**src/rtl/fetch_pkg.sv**
```systemverilog
// Shared fetch-stage types and constants.
// Exports ADDR_W, INSTR_W, PC_STEP and the fetch_entry_t FIFO payload.
package fetch_pkg;

    localparam int ADDR_W  = 64;
    localparam int INSTR_W = 32;
    localparam int PC_STEP = 4;

    typedef struct packed {
        logic [INSTR_W-1:0] instr;
        logic [ADDR_W-1:0]  pc;
    } fetch_entry_t;

endpackage

```
**src/rtl/fetch_fifo.sv**
```systemverilog
// Registered FIFO of fetch entries with a synchronous clear.
// Ports: push/push_data write, pop read, clear flush, full/empty/count status, head = oldest entry.
module fetch_fifo
    import fetch_pkg::*;
#(
    parameter int DEPTH = 4
) (
    input  logic                   clk,
    input  logic                   reset,
    input  logic                   push,
    input  fetch_entry_t           push_data,
    input  logic                   pop,
    input  logic                   clear,
    output logic                   full,
    output logic                   empty,
    output logic [$clog2(DEPTH):0] count,
    output fetch_entry_t           head
);

    localparam int PW = $clog2(DEPTH);
    localparam int CW = PW + 1;

    logic [PW-1:0] wr_ptr_q, wr_ptr_d;
    logic [PW-1:0] rd_ptr_q, rd_ptr_d;
    logic [CW-1:0] count_q, count_d;
    logic          do_pop;
    fetch_entry_t  mem_q [DEPTH];

    // Popping an empty FIFO is a no-op.
    assign do_pop = pop && (count_q != '0);

    always_comb begin
        wr_ptr_d = wr_ptr_q;
        rd_ptr_d = rd_ptr_q;
        count_d  = count_q;
        if (clear) begin
            wr_ptr_d = '0;
            rd_ptr_d = '0;
            count_d  = '0;
        end else begin
            if (push) begin
                wr_ptr_d = wr_ptr_q + PW'(1);
            end
            if (do_pop) begin
                rd_ptr_d = rd_ptr_q + PW'(1);
            end
            count_d = count_q + CW'(push) - CW'(do_pop);
        end
    end

    always_ff @(posedge clk or posedge reset) begin
        if (reset) begin
            wr_ptr_q <= '0;
            rd_ptr_q <= '0;
            count_q  <= '0;
            for (int i = 0; i < DEPTH; i++) begin
                mem_q[i] <= '0;
            end
        end else begin
            wr_ptr_q <= wr_ptr_d;
            rd_ptr_q <= rd_ptr_d;
            count_q  <= count_d;
            if (push && !clear) begin
                mem_q[wr_ptr_q] <= push_data;
            end
        end
    end

    assign full  = (count_q == CW'(DEPTH));
    assign empty = (count_q == '0);
    assign count = count_q;
    assign head  = mem_q[rd_ptr_q];

endmodule

```
**src/rtl/fetch_queue.sv**
```systemverilog
// Instruction fetch front end: sequential PC generation, credit-limited imem requests,
// response buffering, and redirect flush with stale-response dropping.
// Ports: clk/reset; imem_req_* request, imem_resp_* response; redirect_*; deq_* to decode.
module fetch_queue
    import fetch_pkg::*;
#(
    parameter int                ADDR_W   = fetch_pkg::ADDR_W,
    parameter int                INSTR_W  = fetch_pkg::INSTR_W,
    parameter int                DEPTH    = 4,
    parameter logic [ADDR_W-1:0] RESET_PC = '0
) (
    input  logic               clk,
    input  logic               reset,
    output logic               imem_req_valid,
    output logic [ADDR_W-1:0]  imem_req_addr,
    input  logic               imem_req_ready,
    input  logic               imem_resp_valid,
    input  logic [INSTR_W-1:0] imem_resp_data,
    input  logic               redirect_valid,
    input  logic [ADDR_W-1:0]  redirect_pc,
    output logic               deq_valid,
    output logic [INSTR_W-1:0] deq_instr,
    output logic [ADDR_W-1:0]  deq_pc,
    input  logic               deq_ready
);

    localparam int CW = $clog2(DEPTH) + 1;

    logic [ADDR_W-1:0] fetch_pc_q, fetch_pc_d;
    logic [ADDR_W-1:0] resp_pc_q, resp_pc_d;
    logic [CW-1:0]     outstanding_q, outstanding_d;
    logic [CW-1:0]     drop_cnt_q, drop_cnt_d;
    logic [CW-1:0]     fifo_count;
    logic [CW:0]       in_use;
    logic              fifo_full, fifo_empty;
    logic              credit_ok, req_fire, resp_ok;
    logic              push, pop;
    fetch_entry_t      push_data, head;

    // Buffered plus in-flight words may never exceed DEPTH, so a push always fits.
    assign in_use    = {1'b0, fifo_count} + {1'b0, outstanding_q};
    assign credit_ok = in_use < (CW+1)'(DEPTH);

    assign imem_req_valid = !reset && !redirect_valid && credit_ok;
    assign imem_req_addr  = fetch_pc_q;
    assign req_fire       = imem_req_valid && imem_req_ready;

    // Responses to requests issued before a reset are not tracked.
    assign resp_ok   = imem_resp_valid && (outstanding_q != '0);
    assign push      = resp_ok && !redirect_valid && (drop_cnt_q == '0);
    assign push_data = {imem_resp_data, resp_pc_q};

    assign deq_valid = !fifo_empty && !redirect_valid;
    assign pop       = deq_valid && deq_ready;
    assign deq_instr = head.instr;
    assign deq_pc    = head.pc;

    always_comb begin
        fetch_pc_d    = fetch_pc_q;
        resp_pc_d     = resp_pc_q;
        drop_cnt_d    = drop_cnt_q;
        outstanding_d = outstanding_q + CW'(req_fire) - CW'(resp_ok);
        if (redirect_valid) begin
            fetch_pc_d = redirect_pc;
            resp_pc_d  = redirect_pc;
            // Everything still in flight is stale; a response landing now is dropped here.
            drop_cnt_d = outstanding_q - CW'(resp_ok);
        end else begin
            if (req_fire) begin
                fetch_pc_d = fetch_pc_q + ADDR_W'(PC_STEP);
            end
            if (resp_ok) begin
                if (drop_cnt_q != '0) begin
                    drop_cnt_d = drop_cnt_q - CW'(1);
                end else begin
                    resp_pc_d = resp_pc_q + ADDR_W'(PC_STEP);
                end
            end
        end
    end

    always_ff @(posedge clk or posedge reset) begin
        if (reset) begin
            fetch_pc_q    <= RESET_PC;
            resp_pc_q     <= RESET_PC;
            outstanding_q <= '0;
            drop_cnt_q    <= '0;
        end else begin
            fetch_pc_q    <= fetch_pc_d;
            resp_pc_q     <= resp_pc_d;
            outstanding_q <= outstanding_d;
            drop_cnt_q    <= drop_cnt_d;
        end
    end

    fetch_fifo #(
        .DEPTH (DEPTH)
    ) u_fifo (
        .clk       (clk),
        .reset     (reset),
        .push      (push),
        .push_data (push_data),
        .pop       (pop),
        .clear     (redirect_valid),
        .full      (fifo_full),
        .empty     (fifo_empty),
        .count     (fifo_count),
        .head      (head)
    );

    a_no_push_full: assert property (@(posedge clk) disable iff (reset)
        !(push && fifo_full));
    a_out_bound: assert property (@(posedge clk) disable iff (reset)
        outstanding_q <= CW'(DEPTH));
    a_drop_bound: assert property (@(posedge clk) disable iff (reset)
        drop_cnt_q <= outstanding_q);

endmodule

```
**config.mk**
```make
export PLATFORM = sky130hd
export DESIGN_NAME = fetch_queue
export DESIGN_NICKNAME = d
export VERILOG_FILES = /design/src/rtl/fetch_pkg.sv /design/src/rtl/fetch_fifo.sv /design/src/rtl/fetch_queue.sv
export SDC_FILE = /design/constraint.sdc
export NUM_CORES = 1
export LEC_CHECK = 0
export CELL_PAD_IN_SITES_DETAIL_PLACEMENT = 1
export CELL_PAD_IN_SITES_GLOBAL_PLACEMENT = 2
export CORE_ASPECT_RATIO = 1.2
export CORE_MARGIN = 8
export CORE_UTILIZATION = 30
export DETAILED_ROUTE_END_ITERATION = 12
export HOLD_SLACK_MARGIN = 0.1
export PLACE_DENSITY_LB_ADDON = 0.15
export RECOVER_POWER = 50
export SETUP_SLACK_MARGIN = 0.5
export SLEW_MARGIN = 40
export SYNTH_ARGS = -nofsm -noshare
export SYNTH_HDL_FRONTEND = slang
export SYNTH_SLANG_ARGS = --single-unit
```
**constraint.sdc**
```tcl
create_clock -name clk -period 36.3 [get_ports clk]
set_clock_uncertainty 0.15 [all_clocks]
set_input_delay 7.26 -clock clk [delete_from_list [all_inputs] [get_ports clk]]
set_output_delay 7.26 -clock clk [all_outputs]
set_load 0.05 [all_outputs]
```
==> out/qor.yml, run 1 <==
critical_path:
  cpPeakStageDelay_ns: 2.33
  crit_required_ns: 28.89
  cp_num_cells: 5
  end_kind: "output pin"
  crit_family: "buffers and inverters"
  rrSetupSlack_ns: 30.53
  crit_chain: "clkbuf_1 > clkinv_1 > clkbuf_1 > and3_1 > clkdlybuf4s50_1"
  startpoint_type: "primary input"
  crit_slowest_cell: "clkbuf_1"
  crit_fanout: 49
  worstRegToRegCells: 10
  crit_path_frequent_cell: "clkbuf_1"
  critPathBufInv: 4
  worst_ep_arrival_time_ns: 11.20
  critPathKind: "in2out"
pwr:
  p_int_mw: 1.46
  p_leak_nw: 13.0
  cellPowerDensity_nw_per_um2: 75.7
  swShare: 0.374
  pwr-share-clk: 0.273
  peakVddDrop_mv: 0.0402
  p_sw_mw: 0.869
  seqPwrFrac: 0.349
  comb_power_share: 0.377
final_layout:
  drive_above_1_share: 0.307
  finalNetCount: 2225
  fillCellCount: 8749
  utilization: 0.370
  diodes: 0
  final_cells: 3272
  synthToLayoutAreaGrowth_pct: 22.9
  design_area_um2: 30700
synthesis:
  netlist.area_leader.share: 0.526
  ys_types: 61
  yosys.area.top_type: "dfrtp_1"
  ys_seq_area_frac: 0.526
  synth_area_um2: 25000
  syn-instance-count: 1883
  yosysWarnings: 0
  syn_nets: 2003
  ys_ff_latch: 525
  synth_common_cells: "dfrtp_1 (525), mux2_2 (409), nand2_1 (128)"
  synth_edf_count: 0
  ys_async_sr_fraction: 1.00
  avgSynthCellArea_um2: 13.3
  synth_most_common_cell: "dfrtp_1"
  ys.flop_type: "dfrtp_1"
  synthTopCellsByArea: "dfrtp_1 (53%), mux2_2 (18%), mux4_2 (8.7%)"
global_route:
  grt_pass1_vias: 18900
  grt.overflow.total: 0
  grt_pass1_wl_um: 126000
  grt_usage: 0.177
  antenna_found_initial: 3
  grt_max_degree: 99
floorplanning:
  design.core.area_um2: 83000
  die_area_um2: 92800
  io_pins: 264
  die_y_um: 332
  die_w_um: 279
  initial_core_util: 0.301
  row_count: 116
clock_tree:
  cts_tree: "yes"
  ctsHoldBuffers: 0
  post_cts_resize_count: 0
  cts-htree-levels: 2
  clk_latency_ns: 0.63
  cts.sinks: 525
  clockRootBuffer: "clkbuf_16"
  clk_path_buf_depth: 3
  cts_buffers: 61
  clk_pin_slew_ns: 0.06
  post_cts_buffers: 0
routing:
  vias: 16700
  routed_wl_um: 82000
  drt-initial-drc-count: 754
  drt_drc_violations_left: 0
  viasPerCell: 5.11
  wl_per_cell_um: 25.1
  dr.pass1.iters: 4
  drtAntennaViolNets: 0
sta:
  worstMarginPinSlew_ns: 5.58
  rsz0062_at_grt: "false"
  max-slew-margin-rel: -2.72
  fin_setup_tns_ns: 0
  final-setup-viol-count: 0
  min_period_over_period: 0.513
  finalHoldViolations: 0
  final_max_slew_viol_count: 743
  hold_slack_ns: 0.352
  fmaxAchievable_ghz: 0.0537
  min_period_ns: 18.61
outcome:
  outcome: "finished, violations left"
  violations: "capacitance limit, slew limit"
worst_hold_path:
  hold_class: "reg2reg"
  worstHoldPathCells: 1
place:
  port_buffers: 263
  place_congestion: 0.735
  dp_hpwl_um: 56300
  place_area_um2: 28800
  placed_cells: 3163
run:
  drv_cap: 14
[power by group through the flow]
stage	combinational (mW)	clock (mW)	sequential [mW]
after floorplan	0.597	0	0.814
after global placement	0.884	0	0.814
after detailed placement	0.896	0	0.824
after CTS	0.899	0.659	0.815
after global routing	0.930	0.680	0.833
final	0.878	0.636	0.813
[path summary, 6_finish.rpt]
| path | startpoint | end |
|---|---|---|
| setup / recovery | redirect_valid | imem_req_valid |
| hold / removal | u_fifo.mem_q[187] | u_fifo.mem_q[187] |
| setup reg to reg | outstanding_q[2] | imem_req_addr[15] |
| hold reg to reg | u_fifo.mem_q[187] | u_fifo.mem_q[187] |
| max in group asynchronous | reset | u_fifo.mem_q[17] |
| min in group asynchronous | reset | u_fifo.mem_q[82] |
[per-stage QoR]
stage               setup WS, ns  total power, mW
floorplan                  14.22             1.41
global placement           19.69             1.70
detailed placement         19.68             1.72
CTS                        19.68             2.37
global route               16.55             2.44
finish                     17.69             2.33
[worst register-to-register path: cells and delay by family, from the launching register on]
| family | cells | cell delay, ns |
|---|---|---|
| flops | 1 | 0.44 |
| simple gates | 4 | 1.29 |
| mux | 1 | 0.26 |
| buf+inv | 3 | 2.98 |
| fa+ha+maj | 1 | 0.36 |
| xor+xnor | 1 | 0.16 |
[placed cells by master, fill, tap and decap left out, drive strengths merged, types with 3 or more instances in the layout]
| cell | count |
|---|---|
| nor2 | 55 |
| and3 | 25 |
| clkbuf | 94 |
| mux2 | 409 |
| nand4 | 44 |
| or3 | 4 |
| or4 | 3 |
| nand2b | 3 |
| xor2 | 37 |
| nand3 | 81 |
| o311ai | 13 |
| clkinvlp | 3 |
| mux4 | 96 |
| dlygate4sd3 | 4 |
| xnor2 | 44 |
| o211ai | 19 |
| bufinv | 5 |
| dfrtp | 525 |
| a21oi | 8 |
| a31oi | 17 |
| o221ai | 3 |
| o21ai | 83 |
| and2 | 13 |
| inv | 31 |
| a21o | 3 |
| clkinv | 20 |
| clkdlybuf4s50 | 258 |
| and4 | 13 |
| buf | 18 |
| nor3 | 30 |
| ha | 16 |
| nor4 | 22 |
| nand2 | 128 |
[final cells by class]
type / count / area, um^2 / share of cell area
Timing Repair Buffer: 291 / 2890 / 0.0941
Clock buffer: 83 / 1800 / 0.0586
Sequential cell: 525 / 13100 / 0.428
Tap cell: 1121 / 1400 / 0.0457
Multi-Input combinational cell: 1193 / 11100 / 0.360
Inverter: 33 / 125 / 0.00407
Clock inverter: 26 / 283 / 0.00921
[state kept, by name (all words and copies together) (netlist names)]
| register | count |
|---|---|
| u_fifo.mem_q | 384 |
| imem_req_addr | 64 |
| resp_pc_q | 64 |
| drop_cnt_q | 3 |
| outstanding_q | 3 |
| u_fifo.count | 3 |
| u_fifo.rd_ptr_q | 2 |
| u_fifo.wr_ptr_q | 2 |
[routing by layer]
metal | global-route usage | up-vias | part of all wire
li1 | - | 7333 | -
met2 | 0.299 | 312 | 0.49
met1 | 0.230 | 8981 | 0.44
met5 | 0 | - | 0.00029
met4 | 0.0454 | 4 | 0.025
met3 | 0.0346 | 101 | 0.046
[kinds of logic after synthesis]
logic type,share of synthesized area
simple gates,0.0953
buf+inv,0.0309
flops,0.526
xor+xnor,0.0284
mux,0.272
compound gates,0.0382
fa+ha+maj,0.00962
No activity file was read; power rests on OpenSTA's default activity.
==> run 2: changes to the inputs <==
==> constraint.sdc (replaced) <==
create_clock -name clk -period 17.9 [get_ports clk]
set_clock_uncertainty 0.15 [all_clocks]
set_input_delay 3.58 -clock clk [delete_from_list [all_inputs] [get_ports clk]]
set_output_delay 3.58 -clock clk [all_outputs]
set_load 0.05 [all_outputs]
==> out/qor.yml, run 2 (synthesis gave the netlist of run 1 again) <==
critical_path:
  rrSetupSlack_ns: 13.21
  worstRegToRegCells: 7
  r2r-end: "u_fifo.mem_q[307]"
  cp-endpoint: "imem_req_valid"
  critPathBufInv: 4
  cp_num_cells: 5
  crit_chain: "clkbuf_1 > clkinv_1 > clkbuf_1 > and3_1 > clkdlybuf4s50_1"
  critPathKind: "in2out"
  end_kind: "output pin"
  cpPeakStageDelay_ns: 2.01
  startpoint: "redirect_valid"
  crit_family: "buffers and inverters"
  crit_slowest_cell: "clkbuf_1"
  crit_fanout: 54
  worst_ep_arrival_time_ns: 8.52
  crit_path_frequent_cell: "clkbuf_1"
  crit_required_ns: 14.17
  startpoint_type: "primary input"
  rr_startpoint: "drop_cnt_q[0]"
sta:
  max-slew-margin-rel: -1.91
  min_period_ns: 12.25
  fin_setup_tns_ns: 0
  finalHoldViolations: 0
  rsz0062_at_grt: "false"
  min_period_over_period: 0.685
  fmaxAchievable_ghz: 0.0816
  worstMarginPinSlew_ns: 4.37
  final_max_slew_viol_count: 704
  final-setup-viol-count: 0
global_route:
  grt_usage: 0.178
  antenna_found_initial: 3
  grt_pass1_vias: 18800
  grt_pass1_wl_um: 126000
  grt.overflow.total: 0
  grt_max_degree: 82
place:
  placed_cells: 3164
  port_buffers: 263
  place_congestion: 0.756
  dp_hpwl_um: 55500
floorplanning:
  die_area_um2: 92800
  die_y_um: 332
  initial_core_util: 0.301
  row_count: 116
  design.core.area_um2: 83000
  io_pins: 264
  die_w_um: 279
outcome:
  outcome: "finished, violations left"
  violations: "capacitance limit, slew limit"
clock_tree:
  clk_pin_slew_ns: 0.06
  cts_tree: "yes"
  clockRootBuffer: "clkbuf_16"
  clk_path_buf_depth: 3
  ctsHoldBuffers: 0
  cts_buffers: 60
  cts-htree-levels: 2
  cts.sinks: 525
  post_cts_resize_count: 0
  post_cts_buffers: 0
  clk_latency_ns: 0.63
final_layout:
  final_cells: 3274
  largest_reg_flops: 384
  final_common_cell: "dfrtp_1"
  multi_input_area_um2: 11100
  drive_above_1_share: 0.306
  fillCellCount: 8742
  finalNetCount: 2226
  synthToLayoutAreaGrowth_pct: 22.8
  layout_common_cells: "dfrtp_1 (523), mux2_2 (409), clkdlybuf4s50_1 (261)"
  seq_area_um2: 13100
  top_register: "u_fifo.mem_q"
routing:
  dr.pass1.iters: 5
  drtAntennaViolNets: 0
  viasPerCell: 5.11
  drt-initial-drc-count: 707
  wl_per_cell_um: 25.1
  vias: 16700
  routed_wl_um: 82300
  drt_drc_violations_left: 0
pwr:
  p_total_mw: 4.72
  cellPowerDensity_nw_per_um2: 154
  peakVddDrop_mv: 0.109
  p_leak_nw: 13.0
worst_hold_path:
  hold_class: "reg2reg"
run:
  drv_cap: 14
[run 2: area by class of cell]
cell class | instances | share of cell area
diodes | 1 | 0.0000816
clock buffers | 89 | 0.0578
clock inverters | 19 | 0.00894
inverters | 33 | 0.00408
multi-input cells | 1193 | 0.362
flip-flops and latches | 525 | 0.429
well taps | 1121 | 0.0457
repair buffers | 293 | 0.0932
[run 2: report_power, final]
| part | internal, mW | switching (mW) | total [mW] | leakage (nW) |
|---|---|---|---|---|
| Sequential | 1.45 | 0.205 | 1.65 | 6.88 |
| Clock | 0.779 | 0.513 | 1.29 | 1.01 |
| Combinational | 0.738 | 1.04 | 1.78 | 5.13 |
| Total | 2.96 | 1.76 | 4.72 | 13.0 |
[run 2: routing by layer]
layer | GRT usage | wire length, um
met2 | 0.297 | 40400
met3 | 0.0355 | 3690
met4 | 0.0470 | 2060
met5 | 0 | 32
met1 | 0.233 | 36200
[run 2: worst register-to-register path: stages, from the launching register on]
cell and delay, ns:
dfrtp_1 0.36, inv_1 0.12, ha_1 0.19, nand2b_1 0.20, nor3_1 0.51, and2_0 1.73
buf_4 0.82, mux2_2 0.49
[run 2: per-stage QoR]
step / util / hold slack, ns / instance area (um^2) / worst slack [ns]
2_1_floorplan: - / 0.325 / 25000 / 7.04
6_report: 0.369 / 0.350 / 30700 / 5.65
3_5_place_dp: 0.346 / 0.340 / 28700 / 8.34
3_3_place_gp: 0.344 / 0.333 / 28600 / 8.33
5_1_grt: 0.369 / 0.363 / 30700 / 4.14
4_1_cts: 0.370 / 0.354 / 30700 / 8.34
[run 2: worst min path at each step]
| stage | endpoint | slack [ns] | depth (start not counted) | start |
|---|---|---|---|---|
| after global placement | u_fifo.mem_q[137] | 0.33 | 1 | u_fifo.mem_q[137] |
| final | u_fifo.mem_q[36] | 0.35 | 1 | u_fifo.mem_q[36] |
| after detailed placement | u_fifo.mem_q[265] | 0.34 | 1 | u_fifo.mem_q[265] |
| after global routing | u_fifo.mem_q[187] | 0.36 | 1 | u_fifo.mem_q[187] |
| after floorplan | u_fifo.mem_q[100] | 0.33 | 1 | u_fifo.mem_q[100] |
| after CTS | u_fifo.mem_q[265] | 0.35 | 1 | u_fifo.mem_q[265] |
==> run 3: changes to the inputs <==
==> constraint.sdc (replaced) <==
create_clock -name clk -period 10.1 [get_ports clk]
set_clock_uncertainty 0.15 [all_clocks]
set_input_delay 2.02 -clock clk [delete_from_list [all_inputs] [get_ports clk]]
set_output_delay 2.02 -clock clk [all_outputs]
set_load 0.05 [all_outputs]
==> out/qor.yml, run 3 (synthesis gave the netlist of run 1 again) <==
outcome:
  outcome: "finished, violations left"
  violations: "capacitance limit, slew limit"
routing:
  vias: 16500
  drtAntennaViolNets: 0
  viasPerCell: 5.05
  drt_drc_violations_left: 0
  drt-initial-drc-count: 825
  dr.pass1.iters: 4
  routed_wl_um: 81100
  wl_per_cell_um: 24.8
critical_path:
  startpoint_type: "primary input"
  worst_ep_arrival_time_ns: 5.51
  crit_fanout: 68
  crit_slowest_cell: "clkbuf_1"
  crit_required_ns: 7.93
  critPathKind: "in2out"
  crit_chain: "clkbuf_1 > nor2_1 > clkdlybuf4s50_1"
  end_kind: "output pin"
  worstRegToRegCells: 8
  crit_family: "buffers and inverters"
  critPathBufInv: 2
  cpPeakStageDelay_ns: 2.21
  cp_num_cells: 3
clock_tree:
  cts.sinks: 525
  cts_buffers: 60
  cts_tree: "yes"
  cts-htree-levels: 2
  ctsHoldBuffers: 0
  clk_latency_ns: 0.63
  clockRootBuffer: "clkbuf_16"
  post_cts_resize_count: 0
  clk_pin_slew_ns: 0.06
  post_cts_buffers: 0
  clk_path_buf_depth: 3
pwr:
  swShare: 0.372
  cellPowerDensity_nw_per_um2: 272
  p_sw_mw: 3.12
  p_leak_nw: 13.1
  pwr-share-clk: 0.273
  peakVddDrop_mv: 0.129
  p_int_mw: 5.26
  seqPwrFrac: 0.349
  comb_power_share: 0.377
sta:
  max-slew-margin-rel: -2.00
  finalHoldViolations: 0
  rsz0062_at_grt: "false"
  final-setup-viol-count: 0
  fin_setup_tns_ns: 0
  hold_slack_ns: 0.350
  min_period_over_period: 0.761
  worstMarginPinSlew_ns: 4.50
  min_period_ns: 7.68
  final_max_slew_viol_count: 415
  fmaxAchievable_ghz: 0.130
place:
  dp_hpwl_um: 55500
  place_congestion: 0.735
  place_area_um2: 28800
  port_buffers: 263
floorplanning:
  io_pins: 264
  die_area_um2: 92800
  die_y_um: 332
  design.core.area_um2: 83000
  row_count: 116
  initial_core_util: 0.301
  die_w_um: 279
final_layout:
  final_common_cell: "dfrtp_1"
  multi_input_area_um2: 11100
  design_area_um2: 30800
  finalNetCount: 2227
  layout_common_cells: "dfrtp_1 (523), mux2_2 (407), clkdlybuf4s50_1 (261)"
  synthToLayoutAreaGrowth_pct: 23.3
  largest_reg_flops: 384
  top_register: "u_fifo.mem_q"
  fillCellCount: 8675
  drive_above_1_share: 0.308
  seq_area_um2: 13100
global_route:
  grt_max_degree: 98
  grt.overflow.total: 0
  antenna_found_initial: 2
  grt_pass1_vias: 18800
  grt_usage: 0.176
  grt_pass1_wl_um: 125000
worst_hold_path:
  worstHoldPathCells: 1
  hold_class: "reg2reg"
run:
  drv_cap: 8
## run 3: layout make-up
cell class	instances	share of cell area
flip-flops and latches	525	0.427
multi-input cells	1193	0.360
repair buffers	294	0.0966
clock buffers	92	0.0592
well taps	1121	0.0455
clock inverters	17	0.00772
inverters	33	0.00414
diodes	1	0.0000813
## run 3: worst register-to-register path: stages (launching register included)
cell and delay (ns):
dfrtp_1 0.36, inv_1 0.12, ha_1 0.18, nand2b_1 0.18
nor3_1 0.47, and2_0 1.09, clkbuf_1 1.30, buf_12 0.30
mux2_2 0.40
## run 3: worst paths after layout
check | startpoint | endpoint | slack [ns]
hold / removal | u_fifo.mem_q[117] | u_fifo.mem_q[117] | 0.35
setup reg to reg | drop_cnt_q[0] | u_fifo.mem_q[118] | 5.44
max in group asynchronous | reset | u_fifo.mem_q[310] | 3.04
hold reg to reg | u_fifo.mem_q[117] | u_fifo.mem_q[117] | 0.35
setup / recovery | redirect_valid | deq_valid | 2.42
min in group asynchronous | reset | u_fifo.mem_q[372] | 2.83
## run 3: stage by stage
| step | power [mW] | std cells | worst slack (ns) | util |
|---|---|---|---|---|
| floorplan | 5.07 | 1883 | 0.796 | - |
| global placement | 6.08 | 3156 | 3.91 | 0.344 |
| detailed placement | 6.19 | 3165 | 3.92 | 0.347 |
| CTS | 8.55 | 3274 | 3.92 | 0.372 |
| global route | 8.82 | 3275 | 2.08 | 0.371 |
| finish | 8.38 | 3276 | 2.42 | 0.371 |
## run 3: layer usage
metal	routed length (um)	vias up	GRT usage	share of wire
met5	7	-	0	0.000086
met1	35900	8827	0.231	0.44
li1	-	7330	-	-
met3	3670	105	0.0370	0.045
met2	39500	280	0.292	0.49
met4	2060	2	0.0475	0.025
## run 3: power by group through the flow
stage / sequential (mW) / combinational (mW) / clock (mW)
2_1_floorplan: 2.93 / 2.15 / 0
3_3_place_gp: 2.96 / 3.13 / 0
3_5_place_dp: 2.97 / 3.22 / 0
4_1_cts: 2.93 / 3.24 / 2.38
5_1_grt: 3.00 / 3.36 / 2.46
6_report: 2.93 / 3.16 / 2.29
